===== src/rtl/team_06_adc_capture_ctrl.sv =====
`timescale 1ns/1ps
// team_06_adc_capture_ctrl
// Runs repeating 8-bit serial ADC capture frames. It drives chip select and the
// serial clock and shifts in the data MSB first. Each completed sample goes into
// a 2-entry FIFO that has a valid/ready handshake toward the consumer.
// Optional feature macro: TEAM06_ADC_OVERRUN_EN. When it is defined, dropped
// samples raise a sticky overrun flag, and the capture loop stops after the
// current frame.
module team_06_adc_capture_ctrl #(
  parameter int CLK_DIV   = 4,
  parameter int FRAME_GAP = 2
) (
  input  logic       clk,
  input  logic       rst,
  input  logic       enable,
  input  logic       adc_serial_in,
  output logic       adc_sclk,
  output logic       adc_cs_n,
  output logic [7:0] sample_data,
  output logic       sample_valid,
  input  logic       sample_ready,
  output logic       busy,
  output logic       overrun
);

  localparam int DATA_W  = 8;
  localparam int CNT_MAX = (CLK_DIV > FRAME_GAP) ? CLK_DIV : FRAME_GAP;
  localparam int CNT_W   = $clog2(CNT_MAX + 1);
  localparam logic [CNT_W-1:0] DIV_LAST = CNT_W'(CLK_DIV - 1);
  localparam logic [CNT_W-1:0] GAP_LAST = CNT_W'(FRAME_GAP - 1);
  localparam logic [3:0]       BITS     = 4'(DATA_W);

  typedef enum logic [2:0] {IDLE, SETUP, SHIFT, STORE, GAP} state_t;

  state_t              state;
  logic [CNT_W-1:0]    cnt;
  logic [3:0]          bit_cnt;
  logic [DATA_W-1:0]   shreg;
  logic                capture;

  // Completed sample waiting for its FIFO write on the edge after STORE
  logic                vld_p0;
  logic [DATA_W-1:0]   push_data_p0;

  // FIFO: sample_data is the head entry, tail holds the second entry
  logic [DATA_W-1:0]   tail;
  logic [1:0]          count;
  logic [1:0]          next_count;
  logic                pop;
  logic                room;
  logic                accept;
  logic                hold_start;
  logic                stop_at_gap;

  assign capture = (state == SHIFT) && (cnt == DIV_LAST) && !adc_sclk;
  assign pop     = sample_valid & sample_ready;
  assign room    = (count != 2'd2) | pop;
  assign accept  = vld_p0 & room;

`ifdef TEAM06_ADC_OVERRUN_EN
  logic drop;
  assign drop        = vld_p0 & ~room;
  assign hold_start  = overrun;
  // The drop is tested directly so that a one-cycle gap still sees it
  assign stop_at_gap = overrun | drop;

  // Sticky flag for a sample lost to a full FIFO; only reset clears it
  always_ff @(posedge clk) begin
    if (rst)       overrun <= 1'b0;
    else if (drop) overrun <= 1'b1;
  end
`else
  assign overrun     = 1'b0;
  assign hold_start  = 1'b0;
  assign stop_at_gap = 1'b0;
`endif

  // Frame sequencer: chip select, serial clock divider and bit counting
  always_ff @(posedge clk) begin
    if (rst) begin
      state    <= IDLE;
      cnt      <= '0;
      bit_cnt  <= '0;
      adc_sclk <= 1'b0;
      adc_cs_n <= 1'b1;
      busy     <= 1'b0;
      vld_p0   <= 1'b0;
    end else begin
      vld_p0 <= 1'b0;
      case (state)
        IDLE: begin
          cnt <= '0;
          if (enable && !hold_start) begin
            state    <= SETUP;
            adc_cs_n <= 1'b0;
            busy     <= 1'b1;
          end
        end
        SETUP: begin
          if (cnt == DIV_LAST) begin
            cnt     <= '0;
            bit_cnt <= '0;
            state   <= SHIFT;
          end else begin
            cnt <= cnt + CNT_W'(1);
          end
        end
        SHIFT: begin
          if (cnt == DIV_LAST) begin
            cnt      <= '0;
            adc_sclk <= ~adc_sclk;
            if (!adc_sclk) begin
              bit_cnt <= bit_cnt + 4'd1;
            end else if (bit_cnt == BITS) begin
              state    <= STORE;
              adc_cs_n <= 1'b1;
            end
          end else begin
            cnt <= cnt + CNT_W'(1);
          end
        end
        STORE: begin
          vld_p0 <= 1'b1;
          cnt    <= '0;
          state  <= GAP;
        end
        GAP: begin
          if (cnt == GAP_LAST) begin
            cnt <= '0;
            if (enable && !stop_at_gap) begin
              state    <= SETUP;
              adc_cs_n <= 1'b0;
            end else begin
              state <= IDLE;
              busy  <= 1'b0;
            end
          end else begin
            cnt <= cnt + CNT_W'(1);
          end
        end
        default: begin
          state    <= IDLE;
          adc_cs_n <= 1'b1;
          adc_sclk <= 1'b0;
          busy     <= 1'b0;
        end
      endcase
    end
  end

  // Data path registers: shift register, pending sample, FIFO second entry
  always_ff @(posedge clk) begin
    if (capture)
      shreg <= {shreg[DATA_W-2:0], adc_serial_in};
    if (state == STORE)
      push_data_p0 <= shreg;
    if (accept && ((count == 2'd2 && pop) || (count == 2'd1 && !pop)))
      tail <= push_data_p0;
  end

  // FIFO occupancy after this cycle's push and pop
  always_comb begin
    next_count = count;
    if (accept && !pop)
      next_count = count + 2'd1;
    else if (!accept && pop)
      next_count = count - 2'd1;
  end

  // FIFO head and occupancy; a pop while empty never happens because pop needs sample_valid
  always_ff @(posedge clk) begin
    if (rst) begin
      count        <= 2'd0;
      sample_valid <= 1'b0;
      sample_data  <= '0;
    end else begin
      if (pop) begin
        if (count == 2'd2)
          sample_data <= tail;
        else if (accept)
          sample_data <= push_data_p0;
      end else if (accept && count == 2'd0) begin
        sample_data <= push_data_p0;
      end
      count        <= next_count;
      sample_valid <= (next_count != 2'd0);
    end
  end

endmodule

===== config.mk =====
export PLATFORM = sky130hd
export DESIGN_NAME = team_06_adc_capture_ctrl
export DESIGN_NICKNAME = d
export VERILOG_FILES = /design/src/rtl/team_06_adc_capture_ctrl.sv
export SDC_FILE = /design/constraint.sdc
export NUM_CORES = 1
export LEC_CHECK = 0
export ABC_AREA = 1
export CORE_ASPECT_RATIO = 1.2
export CORE_UTILIZATION = 61
export DETAILED_ROUTE_END_ITERATION = 10
export GPL_TIMING_DRIVEN = 0
export PLACE_DENSITY = 0.89
export SYNTH_ARGS = -nofsm -noshare
export SYNTH_HDL_FRONTEND = slang
export SYNTH_SLANG_ARGS = --single-unit

===== constraint.sdc =====
create_clock -name clk -period 4.5 [get_ports clk]
set_input_delay 0.9 -clock clk [delete_from_list [all_inputs] [get_ports clk]]
set_output_delay 0.9 -clock clk [all_outputs]
set_load 0.01 [all_outputs]

==> results.md, run 1 <==
* Root Driver: clkbuf_8
* DR WL/cell at 12.99 um
* Synth unique cells at 27
* Crit path max fanout at 10
* CP Launch Type: input pin
* WS Path Type: in2reg
* Slew Limit Fails at 0
* Vias in the first global route at 1441
* Post-synth top flop: dfxtp_1
* H-tree depth at 2
* Pwr dens at 532.4 nW/um^2
* Sw Ratio at 36.23%
* Largest net degree at the start of global routing at 19
* Initial antenna violation count at 0
* Die Height at 67.05 um
* Cells after DPL at 282
* CTS Hold Buffers Added at 0
* Rel. slew slack at about a fifth
* Hold Path Depth at 0
* F_max at 0.3414 GHz
* Clock skew at 0.004769 ns
* Multi-input logic area at 768.2 sq um
* Cell breakdown of the critical path: clkdlybuf4s50_1 > nand2_1 > clkinv_1 > nand2_1 > o21ai_0
* Initial DRT Pass Iterations at 4
* Syn nets at 244
* Clock Sinks at roughly 50
* Synthesized area per cell at 9.351 sq um
* Dpl hpwl at between 2000 and 3000 um
* Share of layout cells above drive strength 1 at between 10% and 20%
* Critical Path RT at 4.44 ns
* GR Util All Layers at 22.25%
* #FFs+latches synth at 49
* Status: finished, final reports clean
* Register area share after synthesis at 56.78%
* Global placer's final weighted congestion at 0.8065
* I/O pins at 18
* Gate power share at 34.6%
* Leakage power figure at between 0.9 and 1 nW
* Async SR Flop Fraction at 0%
* Sequential share of power at a little over two fifths
* CP dominant cell by count: nand2_1
* P_int at 0.0008301 W
* Tot Pwr at 0.001302 W
* WL final at 3766 um
* Final Critical Period at 2.929 ns
* PortBufs at 15
* Grt ovf at 0
* Core area at 3367 sq um
* Crit end category: register
* Slowest CP cell: o21ai_0
* Routed vias at 1567
* Initial Util at 63.88%
* Hold crit path type: reg2reg
* Antenna Nets Post-Route at 0
* Synth Instances at 230
* Peak supply drop at 379.9 uV
* CTS tree: yes
* Drt initial violations at between 80 and 90
* Psw at roughly 0.00047 W
* Final worst path period share at 65.09%
* Row count at 23
* First-pass GRT wire length at 6251 um
* Fillers at 242
* Setup TNS at 0 ns
* Postcts setup bufs at 0
* Post-Syn Area at 2151 sq um
* Die area at 3768 sq um
* Reg2reg path depth at 5
* Slowest stage delay, CP at 0.99 ns
* N_diodes at 0
* Data arrival, critical path at 2.86 ns
* Final cell count without fillers at 290
* Vias per Instance at 5.403
* Warnings from Yosys at 0
* Post-cts sizing count at 0
* Setup Viol. Count Final at 0
* Clock network latency to the later pin of the worst-skew pair at 0.31 ns
* Worst slew pin tran at 1.197 ns
* Reg2reg setup slack at roughly 2 ns
* Clock buffer depth at 2
* RSZ-0062 raised after global routing: false
* Die Width at 56.21 um
* Final Hold Viols at 0
* EDFF count, synth at 24
* Clock transition at the registers of the reported paths at 0.09 ns
* Nets at 266
* DRC viols at 0
* Num CTS Buffers at 5
* Area growth from synthesis to layout at 13.67%
* Register area at 1221 sq um
* Clock power frac at 21.4%
* Max-Cap Viols at 0
==> flip-flops by register name (all words and copies together), names as in the netlist <==
| name | count |
|---|---|
| push_data_p0 | 8 |
| sample_data | 8 |
| shreg | 8 |
| tail | 8 |
| bit_cnt | 4 |
| cnt | 3 |
| state | 3 |
| count | 2 |
| adc_cs_n | 1 |
| adc_sclk | 1 |
| busy | 1 |
| sample_valid | 1 |
| vld_p0 | 1 |
==> critical path, delay by kind of cell <==
kind | cells | cell delay, ns
buf+inv | 2 | 0.65
compound gates | 1 | 0.99
simple gates | 2 | 0.33
==> synth_stat cells (2+ instances only) <==
library cell / instances / area share, %
a21oi_1: 27 / 6.3
buf_2: 3 / 0.70
dfxtp_1: 25 / 23
edfxtp_1: 24 / 34
ha_1: 9 / 5.2
inv_1: 26 / 4.5
inv_2: 6 / 1.0
nand2_1: 31 / 5.4
nand2_2: 4 / 1.2
nand3_1: 20 / 4.7
nand3b_1: 2 / 0.70
nor2_1: 15 / 2.6
nor2_2: 3 / 0.87
nor2_4: 2 / 1.0
nor3_1: 2 / 0.47
o21ai_0: 9 / 2.1
o21ai_1: 11 / 2.6
o22ai_1: 2 / 0.58
==> layout make-up <==
| cell class | instances | share of cell area, % |
|---|---|---|
| well taps | 37 | 1.894 |
| multi-input cells | 142 | 31.42 |
| clock buffers | 5 | 2.815 |
| clock inverters | 3 | 1.177 |
| flip-flops and latches | 49 | 49.95 |
| plain buffers | 6 | 1.535 |
| repair buffers | 15 | 6.141 |
| inverters | 33 | 5.067 |
==> final timing paths <==
path           startpoint               to
max          sample_ready          tail[6]
max reg2reg      count[0]          tail[6]
min              shreg[7]  push_data_p0[7]
min reg2reg      shreg[7]  push_data_p0[7]
==> layer usage <==
metal	track usage (%)	share of wire, %	up-vias
met5	0	0	-
met4	10.67	1.7	0
met3	6.408	4.0	6
li1	-	-	806
met1	26.55	46	721
met2	37.05	48	34
==> through the flow <==
stage | hold slack, ns | util [%] | setup WS (ns) | cell area, sq um
6_report | 0.4276 | 72.61 | 1.571 | 2445
2_1_floorplan | 0.4003 | - | 2.189 | 2151
3_3_place_gp | 0.4036 | 69.71 | 1.288 | 2347
3_5_place_dp | 0.4045 | 69.71 | 1.200 | 2347
4_1_cts | 0.4273 | 72.61 | 1.536 | 2445
5_1_grt | 0.4350 | 72.61 | 1.440 | 2445
==> logic make-up (layout without fill, tap and decap cells) <==
group                      after synthesis  in the layout  synth area share (%)
other                                    1              1                0.1744
and+or+nand+nor                         80             80                 17.39
buffers and inverters                   39             62                 7.504
DFF                                     49             49                 56.78
adders and majority gates                9              9                 5.236
AOI/OAI and AO/OA                       52             52                 12.91
==> power groups by stage <==
| stage | sequential, W | combinational (W) | clock, W |
|---|---|---|---|
| final | 0.000573 | 0.000450 | 0.000279 |
| after global routing | 0.000581 | 0.000512 | 0.000298 |
| after CTS | 0.000573 | 0.000449 | 0.000281 |
| after detailed placement | 0.000584 | 0.000445 | 0 |
| after global placement | 0.000580 | 0.000435 | 0 |
| after floorplan | 0.000590 | 0.000306 | 0 |
==> layout by cell type (no fill, tap or decap), types with 2 or more instances in the layout <==
cell type / count
nand2_1: 31
nor2_4: 2
dfxtp_1: 25
inv_1: 26
o21ai_0: 9
o21ai_1: 11
nor2_1: 15
nor3_1: 2
nand2_2: 4
a21oi_1: 27
o22ai_1: 2
buf_2: 3
clkbuf_8: 5
ha_1: 9
edfxtp_1: 24
inv_2: 6
nor2_2: 3
clkdlybuf4s50_1: 15
nand3b_1: 2
nand3_1: 20
Note: power is estimated with default switching activity, not from simulation.
==> run 2: changes to the inputs <==
- CORE_UTILIZATION: 61 -> 56
- PLACE_DENSITY: 0.89 -> 0.83
- clock period: 4.5 -> 2.84 ns (I/O delays scaled with it)
==> run 2 against run 1 <==
  * Wire length down 3.6%
  * Setup slack worse by 1.3 ns
  * Non-clock buffer count unchanged
  * Sequential share of layout area down 0.23 points
  * Utilization down 5.6 points
  * Largest power group unchanged
==> results.md, run 2 (synthesized netlist as in run 1, its figures left out) <==
* Uppermost layer routed: met4
* Data arrival, critical path at 2.54 ns
* Fillers at approximately 310
* Vias per Instance at 5.121
* DR WL/cell at 11.90 um
* CTS Hold Buffers Added at 0
* Fin Hold WS at 0.4270 ns
* Vias in the first global route at 1384
* CP Launch Type: input pin
* Final worst path period share at 92.15%
* Commonest non-fill, non-tap cells in the layout: nand2_1 (31), a21oi_1 (27), inv_1 (26)
* Setup Viol. Count Final at 0
* Die area at around 4000 sq um
* Worst slew pin tran at 1.223 ns
* Max-Cap Viols at 0
* CTS tree: yes
* WS Path Type: in2reg
* Global placer's final weighted congestion at 0.8518
* DRC viols at 0
* Initial antenna violation count at 0
* Area growth from synthesis to layout at 14.19%
* Post-layout util at 67.04%
* Commonest non-fill, non-tap cell in the layout: nand2_1
* Routed vias at 1562
* Share of layout cells above drive strength 1 at 11.46%
* Hold crit path type: reg2reg
* Tot Pwr at 0.002025 W
* Slew Limit Fails at 0
* Row count at 24
* Post-cts sizing count at 0
* Clock skew at 0.006146 ns
* First-pass GRT wire length at approximately 6000 um
* N_diodes at 0
* Clock transition at the registers of the reported paths at 0.09 ns
* Pre-CTS WS at -0.08395 ns
* Initial Util at 58.71%
* WL final at 3629 um
* Clock Sinks at 49
* Clock network latency to the later pin of the worst-skew pair at 0.30 ns
* Final Hold Viols at 0
* I/O pins at 18
* Root Driver: clkbuf_8
* Crit end category: register
* Clock buffer depth at 2
* Largest net degree at the start of global routing at 17
* RSZ-0062 raised after global routing: false
* H-tree depth at 2
* Final Critical Period at roughly 2.6 ns
* Status: finished, final reports clean
* Final worst slack at 0.2228 ns
* Antenna Nets Post-Route at 0
* Wire length on met2 at between 1500 and 2000 um
* F_max at approximately 0.38 GHz
* Pwr dens at 824.4 nW/um^2
* Rel. slew slack at between 10% and 20%
* Dpl hpwl at 2568 um
* Met1 WL at 1719 um
* GR Util All Layers at between 15 and 20%
* Grt ovf at 0
* Nets at approximately 270
* Postcts setup bufs at 0
* DR WL met3 at 146 um
* Die Width at 58.58 um
* Initial DRT Pass Iterations at 4
* Num CTS Buffers at 5
* Crit path max fanout at 10
* Core area at 3664 sq um
* Leakage power figure at between 0.9 and 1 nW
* Drt initial violations at 71
* PortBufs at 15
* Die Height at between 60 and 70 um
* Critical Path RT at approximately 2.8 ns
* Peak supply drop at 430.4 uV
==> run 2: cell types whose count changed in the layout (fill, tap and decap cells not counted) <==
cell      previous run  this run
clkinv_1             1         2
inv_8                1         0
==> run 2: path summary, 6_finish.rpt <==
kind                 from         endpoint  slack (ns)  cells after the start
max          sample_ready          tail[0]        0.22                      5
min              shreg[7]  push_data_p0[7]        0.43                      0
max reg2reg      count[0]          tail[0]        0.38                      5
min reg2reg      shreg[7]  push_data_p0[7]        0.43                      0
==> run 2: area by class of cell <==
class / count / area [sq um] / share of cell area, %
Buffer: 6 / 37.54 / 1.528
Clock buffer: 5 / 68.82 / 2.802
Clock inverter: 3 / 21.27 / 0.8660
Inverter: 33 / 123.9 / 5.043
Multi-Input combinational cell: 142 / 768.2 / 31.28
Sequential cell: 49 / 1221 / 49.72
Tap cell: 52 / 65.06 / 2.649
Timing Repair Buffer: 15 / 150.1 / 6.113
==> run 2: power by group <==
group          internal [W]  switching, W
clock network      0.000175      0.000233
registers          0.000840     0.0000650
logic              0.000290      0.000422
==> run 2: per-layer routing <==
layer / track usage (%) / vias to the layer above
li1: - / 813
met1: 26.49 / 712
met2: 31.03 / 35
met3: 5.556 / 2
met4: 6.349 / 0
met5: 0 / -
==> run 2: per-stage QoR <==
step,area (sq um),setup TNS (ns),instances
3_5_place_dp,2366,-0.6696,297
6_report,2456,0,305
2_1_floorplan,2151,0,230
3_3_place_gp,2366,0,297
4_1_cts,2456,0,305
5_1_grt,2456,0,305
==> run 2: critical path, cell delays in order <==
cell,delay (ns)
clkdlybuf4s50_1,0.45
nand2_1,0.08
clkinv_1,0.18
nand2_1,0.24
o21ai_0,1.01
